$ cat src/rtl/sram_loader.sv
// Purpose: copies an image or a coefficient set from SRAM into a halfword-indexed buffer (SRAM_LOADER_CKSUM_EN adds a running halfword checksum).
// Latency: 3+RD_LAT cycles per 32-bit word; 1+N*(3+RD_LAT) cycles from accepted start to the done pulse.
// Backpressure: none; start is ignored while busy, and abort returns to IDLE on the next edge.
module sram_loader #(
    parameter int ADDR_W    = 16,
    parameter int IMG_WORDS = 32,
    parameter int WGT_WORDS = 512,
    parameter int RD_LAT    = 1,
    localparam int MAX_WORDS = (IMG_WORDS > WGT_WORDS) ? IMG_WORDS : WGT_WORDS,
    localparam int IDX_W     = $clog2(2 * MAX_WORDS)
) (
    input  logic              clk,
    input  logic              n_rst,
    input  logic              start,
    input  logic              mode,
    input  logic [6:0]        coef_select,
    input  logic [ADDR_W-1:0] base_addr,
    input  logic              abort,
    input  logic [31:0]       read_data,
    output logic              read,
    output logic [ADDR_W-1:0] address,
    output logic              wr_en,
    output logic [IDX_W-1:0]  wr_idx,
    output logic [15:0]       wr_data,
    output logic              busy,
    output logic              done,
    output logic [15:0]       checksum
);

    localparam int K_W = (IDX_W > 1) ? IDX_W - 1 : 1;

    typedef enum logic [2:0] {
        IDLE  = 3'd0,
        ISSUE = 3'd1,
        WAIT  = 3'd2,
        WR_LO = 3'd3,
        WR_HI = 3'd4,
        DONE  = 3'd5
    } state_t;

    state_t            st;
    state_t            nxt;
    logic [K_W-1:0]    k;
    logic [K_W-1:0]    last_k;
    logic              mode_q;
    logic [1:0]        wait_cnt;
    logic [15:0]       cap_hi;
    logic              accept;
    logic [ADDR_W-1:0] first_addr;

    assign accept = (st == IDLE) && start && !abort;
    assign last_k = mode_q ? K_W'(WGT_WORDS - 1) : K_W'(IMG_WORDS - 1);

    // Region start for the load being accepted; coefficient sets are packed back to back.
    assign first_addr = base_addr
                      + (mode ? ADDR_W'(coef_select) * ADDR_W'(WGT_WORDS) : '0);

    // State register.
    always_ff @(posedge clk or negedge n_rst) begin
        if (!n_rst) begin
            st <= IDLE;
        end else begin
            st <= nxt;
        end
    end

    // Next-state logic; abort overrides every transition out of a non-IDLE state.
    always_comb begin
        nxt = st;
        case (st)
            IDLE:    if (start && !abort) nxt = ISSUE;
            ISSUE:   nxt = WAIT;
            WAIT:    if (wait_cnt == 2'(RD_LAT - 1)) nxt = WR_LO;
            WR_LO:   nxt = WR_HI;
            WR_HI:   nxt = (k == last_k) ? DONE : ISSUE;
            DONE:    nxt = IDLE;
            default: nxt = IDLE;
        endcase
        if (st != IDLE && abort) nxt = IDLE;
    end

    // Strobes decoded purely from the current state.
    always_comb begin
        read  = 1'b0;
        wr_en = 1'b0;
        done  = 1'b0;
        busy  = 1'b1;
        case (st)
            IDLE:         busy  = 1'b0;
            ISSUE:        read  = 1'b1;
            WR_LO, WR_HI: wr_en = 1'b1;
            DONE:         done  = 1'b1;
            default:      busy  = 1'b1;
        endcase
    end

    // Datapath: word counter, read latency counter, address and write port registers.
    always_ff @(posedge clk or negedge n_rst) begin
        if (!n_rst) begin
            k        <= '0;
            mode_q   <= 1'b0;
            wait_cnt <= '0;
            cap_hi   <= '0;
            address  <= '0;
            wr_idx   <= '0;
            wr_data  <= '0;
        end else begin
            wait_cnt <= (st == WAIT) ? wait_cnt + 2'd1 : 2'd0;
            if (accept) begin
                k       <= '0;
                mode_q  <= mode;
                address <= first_addr;
            end
            // Address holds between reads, so the next word is simply the previous plus one.
            if (st == WR_HI && nxt == ISSUE) begin
                k       <= k + K_W'(1);
                address <= address + ADDR_W'(1);
            end
            // Low half goes straight to the write port; high half waits one cycle.
            if (st == WAIT && nxt == WR_LO) begin
                cap_hi  <= read_data[31:16];
                wr_data <= read_data[15:0];
                wr_idx  <= {k, 1'b0};
            end
            if (st == WR_LO && nxt == WR_HI) begin
                wr_data <= cap_hi;
                wr_idx  <= {k, 1'b1};
            end
        end
    end

`ifdef SRAM_LOADER_CKSUM_EN
    // Running modulo-2^16 sum of every halfword written during the current load.
    always_ff @(posedge clk or negedge n_rst) begin
        if (!n_rst) begin
            checksum <= '0;
        end else if (accept) begin
            checksum <= '0;
        end else if (wr_en) begin
            checksum <= checksum + wr_data;
        end
    end
`else
    assign checksum = 16'h0000;
`endif

endmodule

$ cat config.mk
export PLATFORM = sky130hd
export DESIGN_NAME = sram_loader
export DESIGN_NICKNAME = d
export VERILOG_FILES = /design/src/rtl/sram_loader.sv
export SDC_FILE = /design/constraint.sdc
export NUM_CORES = 1
export LEC_CHECK = 0
export ABC_AREA = 1
export ABC_CLOCK_PERIOD_IN_PS = 1600
export BUFFER_PORTS_ARGS = -buffer_cell sky130_fd_sc_hd__buf_2
export CORE_MARGIN = 5
export CORE_UTILIZATION = 50
export CTS_CLUSTER_DIAMETER = 60
export CTS_CLUSTER_SIZE = 30
export DETAILED_ROUTE_END_ITERATION = 8
export PLACE_DENSITY_LB_ADDON = 0.2
export SKIP_CTS_REPAIR_TIMING = 1
export SYNTH_ARGS = -nofsm -noshare
export SYNTH_HDL_FRONTEND = slang
export SYNTH_SLANG_ARGS = --single-unit
$ cat constraint.sdc
create_clock -name clk -period 1.6 [get_ports clk]
set_input_delay 0.08 -clock clk [delete_from_list [all_inputs] [get_ports clk]]
set_output_delay 0.08 -clock clk [all_outputs]
set_load 0.02 [all_outputs]
Yosys cells after proc, flatten, opt, wreduce, memory -nomap -nowiden
Index checks and enable logic that the tools add are counted.
{"block": "classes", "reduce_logical": 14, "eq_ne": 9, "muxes": 20, "addsub": 4}
{"operator": "16-bit 2-to-1 mux", "count": 5}
{"operator": "9-bit 2-to-1 mux", "count": 3}
{"operator": "10-bit 2-to-1 mux", "count": 2}
{"operator": "16-bit by 1-bit adder with 16-bit output, second input constant", "count": 1}
{"operator": "16-bit adder", "count": 1}
{"operator": "3-bit one-hot mux with 5 select lines", "count": 1}
{"operator": "3-bit 2-to-1 mux", "count": 4}
{"operator": "9-bit by 1-bit adder with 9-bit output, second input constant", "count": 1}
{"operator": "3-bit by 2-bit equality test with 1-bit output, second input constant", "count": 3}
{"operator": "3-bit equality test, second input constant", "count": 3}
{"operator": "9-bit equality test", "count": 1}
{"operator": "1-bit logical AND", "count": 7}
{"operator": "3-bit by 1-bit equality test with 1-bit output, second input constant", "count": 2}
{"operator": "1-bit 2-to-1 mux", "count": 4}
{"operator": "2-bit nonzero test", "count": 2}
{"operator": "3-bit zero test", "count": 1}
{"operator": "3-bit nonzero test", "count": 1}
{"operator": "2-bit by 1-bit adder with 2-bit output, second input constant", "count": 1}
{"operator": "2-bit zero test", "count": 1}
{"operator": "2-bit 2-to-1 mux", "count": 1}
{"operator": "2-bit OR reduction", "count": 1}
{"operator": "1-bit zero test", "count": 1}
{"block": "word_totals", "wordCells": 55, "input_bits": 60, "regBits": 73, "output_inout_bits": 62}

Depth between registers and ports, before layout
{"block": "logic_depth", "ltp_word": 9, "mapped_depth": 14, "ltp_nobuf": 13}

Least setup slack after synthesis
Ideal clock, no wire load.
{"block": "synth_path", "kind": "input port to flip-flop", "from": "input mode", "to": "register address[13]", "path_slack_ns": 0.008, "setup_time_ns": 0.125, "stages": 14, "arrival_ns": 1.467, "n_path_buf": 1, "required_time_ns": 1.475, "cell_sequence": "clkbuf_1 -> nand2_1 -> inv_1 -> ha_1 -> inv_1 -> fa_1 -> inv_1 -> nand2_1 -> nand2_1 -> nand2_1 -> nand3_1 -> nand2_1 -> o21ai_0 -> o21ai_1"}
{"block": "synth_via", "elab_chain_len": 4}
{"item": "start, declared", "line": "15", "source": "input logic mode,"}
{"item": "16-bit 2-to-1 mux", "line": "56", "source": "+ (mode ? ADDR_W'(coef_select) * ADDR_W'(WGT_WORDS) : '0);"}
{"item": "16-bit adder", "line": "56"}
{"item": "16-bit 2-to-1 mux", "line": "109", "source": "if (accept) begin"}
{"item": "16-bit 2-to-1 mux", "line": "115", "source": "if (st == WR_HI && nxt == ISSUE) begin"}
{"item": "end signal, assigned", "line": "112", "source": "address <= first_addr;"}
{"item": "end signal, assigned", "line": "117", "source": "address <= address + ADDR_W'(1);"}
{"item": "end, declared", "line": "21", "source": "output logic [ADDR_W-1:0] address,"}
No other way between the ends. The select of a mux whose other input is x is not followed.
A chain may end at the register's enable or synchronous reset.

Worst setup path after layout
{"block": "layout_path", "from": "register st[1]", "to": "register wr_idx[9]"}
{"block": "layout_via", "elab_chain_len": 6, "word_cells_on_any_way": 17}
{"item": "start, declared", "line": "41", "source": "state_t st;"}
{"item": "start signal, assigned", "line": "63", "source": "st <= nxt;"}
{"item": "3-bit equality test, or another cell as far along", "line": "70", "source": "case (st)"}
{"item": "3-bit one-hot mux with 5 select lines or 1-bit logical AND (tied branches)", "line": "70, 79"}
{"item": "3-bit 2-to-1 mux", "line": "79", "source": "if (st != IDLE && abort) nxt = IDLE;"}
{"item": "3-bit equality test or 3-bit by 2-bit equality test with 1-bit output (tied branches)", "line": "125, 120"}
{"item": "1-bit logical AND (on tied branches)", "line": "125, 120"}
{"item": "10-bit 2-to-1 mux or 2-bit nonzero test (tied branches)"}
{"item": "end signal, assigned", "line": "123", "source": "wr_idx <= {k, 1'b0};"}
{"item": "end signal, assigned", "line": "127", "source": "wr_idx <= {k, 1'b1};"}
{"item": "end, declared", "line": "23", "source": "output logic [IDX_W-1:0] wr_idx,"}
Parallel ways exist; a longest one is shown, timed or not.

==> results.toml <==
[run_status]
outcome = "complete, but fails checks"
violations = "negative hold slack"

[logic_synthesis]
syn_inst = 574
netlist-cell-type-count = 30
synth_area_per_cell_sq_um = 7.27
yosysWarnings = 0
ys_seq_area_share_pct = 43.8
synth-seq-cells = 73
synth_area_sq_um = 4170

[timing]
worst_slack_ns = 0.0329
hold_violations = 2
finalCritPeriodShare_pct = 97.9
fin_crit_ns = 1.57
drv_slew = 0
setup_viol = 0
holdWs_ns = -0.00837
fin_skew_ns = 0.0148
totalNegativeSetupSlack_ns = 0
clock.fmax_ghz = 0.638
rsz0062_at_grt = "true"

[pwr]
clkPwrFrac_pct = 19.2
switchingPower_w = 0.00364
power_leakage_nw = 3.05
finalPower_w = 0.00861
p_comb_share_pct = 44.0
peakVddDrop_v = 0.000888
power_per_cell_area_nw_per_um2 = 1560
power_frac_seq_pct = 36.8
sw_frac_of_total_pct = 42.3
internal_power_w = 0.00497

[floorplan]
num_rows = 33
die_y_um = 101
core_area_sq_um = 8180
io_pins = 122
die_w_um = 101
die_area_sq_um = 10300
start_util_pct = 51.0

[hold_path]
hold_class = "in2reg"
min_from = "read_data[19]"

[clock_tree]
clkTransAtPathRegs_ns = 0.08
clkSinkCount = 73
clockRootBuffer = "clkbuf_8"
clk-insertion-delay-late_ns = 0.35
cts_buffer_depth = 2
cts_tree = "built"
cts_buffers = 9
htree_levels = 3

[drt]
firstDrtPassIters = 4
vias = 4097
drc = 0
drt_iter0_drc = 209
viasPerCell = 4.94
drt_wl_total_um = 10900
routedWlPerCell_um = 13.1
ant_nets = 0

[job]
drv_cap = 0

[worst_setup_path]
worstPathMaxFanout = 14
crit_start = "st[1]$_DFF_PN0_"
startpoint_type = "register"
critical_path_class = "reg2reg"
arrival_ns = 1.84
endpoint_kind = "register"
rr_startpoint = "st[1]$_DFF_PN0_"
required_ns = 1.87

[grt]
grt.overflow.total = 0
grt_pass1_vias = 3669
grt_antenna_before_repair = 0
grt_pass1_wl_um = 16600
grt_max_degree = 45
grtUsageTotal_pct = 20.2

[placement]
hpwl_um = 7650
place.gp.congestion = 0.859
port_buffers = 105
place_ws_ns = -0.0620

[cells_and_area]
mostFrequentLayoutCell = "nand2_1"
nNetsFinal = 790
area_growth_pct = 32.1
layout_common_cells = "nand2_1, buf_2, dfrtp_1, inv_1, nand3_1"
diodes = 0
seq_area_sq_um = 1830
utilization_pct = 67.4
multi_input_comb_area_sq_um = 2040
fill_cells = 706
drive_above_1_share_pct = 25.2
[cell type report]
class                      instances  area share (%)
multi-input combinational        415            37.0
clock buffer                      10            2.50
inverter                          64            4.54
sequential                        73            33.2
timing repair buffer             157            18.8
clock inverter                     6            1.63
tap                              105            2.38
[critical path, stage by stage (launching register included)]
cell	delay [ns]
dfrtp_2	0.44
or2_4	0.28
o21ai_4	0.19
nand3_4	0.13
nand2_4	0.13
buf_12	0.14
nor2_1	0.05
a21oi_1	0.12
[flip-flops by register name (all words and copies together), names as in the netlist]
signal,count
mode_q,1
cap_hi,16
wr_idx,10
wr_data,16
address,16
k,9
wait_cnt,2
st,3
[synthesized netlist by cell type (all sizes together)]
cell type / number / area, sq um
nand2: 209 / 790
dfrtp: 73 / 1830
inv: 64 / 240
nand3: 48 / 250
nor2: 43 / 166
o21ai: 37 / 189
buf: 30 / 204
a21oi: 16 / 80.1
nand4: 11 / 75.1
ha: 9 / 113
xor2: 9 / 78.8
clkbuf: 7 / 26.3
xnor2: 4 / 35.0
nor3: 3 / 15.0
o22ai: 3 / 18.8
and2: 2 / 12.5
nand3b: 2 / 15.0
conb: 1 / 3.75
fa: 1 / 20.0
o21bai: 1 / 7.51
or2: 1 / 6.26
[power groups by stage]
stage          registers [W]  clock network [W]  logic [W]
2_1_floorplan        0.00368                  0    0.00177
4_1_cts              0.00314            0.00168    0.00352
6_report             0.00317            0.00165    0.00379
3_3_place_gp         0.00315                  0    0.00341
5_1_grt              0.00326            0.00176    0.00420
3_5_place_dp         0.00317                  0    0.00349
[logic make-up after synthesis]
kind of cell             after synthesis  share of synthesized area [%]
buffers and inverters                101                           11.3
adder cells (fa/ha/maj)               10                           3.18
XOR/XNOR                              13                           2.73
AO/OA/AOI/OAI                         57                           7.08
flip-flops                            73                           43.8
AND/OR/NAND/NOR                      319                           31.9
other                                  1                         0.0899
[stage by stage]
stage | area, sq um | instances
floorplan | 4230 | 589
global placement | 4890 | 789
detailed placement | 4890 | 789
CTS | 5110 | 805
global route | 5510 | 830
finish | 5510 | 830
[per-layer routing]
metal / routed length (um) / up-vias / GRT usage [%]
li1: - / 2067 / -
met1: 4710 / 1896 / 27.7
met2: 5230 / 123 / 31.7
met3: 786 / 11 / 5.30
met4: 127 / 0 / 5.93
met5: 0 / - / 0
[worst paths after layout]
check                                              end  slack (ns)  cells after the start
worst max-delay path             wr_idx[9]$_DFFE_PN0P_        0.03                      7
worst min-delay path             cap_hi[3]$_DFFE_PN0P_      -0.008                      3
worst max register to register   wr_idx[9]$_DFFE_PN0P_        0.03                      7
worst min register to register   wait_cnt[0]$_DFF_PN0_        0.44                      1
max in group asynchronous              st[0]$_DFF_PN0_        0.80                      3
min in group asynchronous       address[9]$_DFFE_PN0P_        0.20                      2
Note: power is estimated with default switching activity, not from simulation.
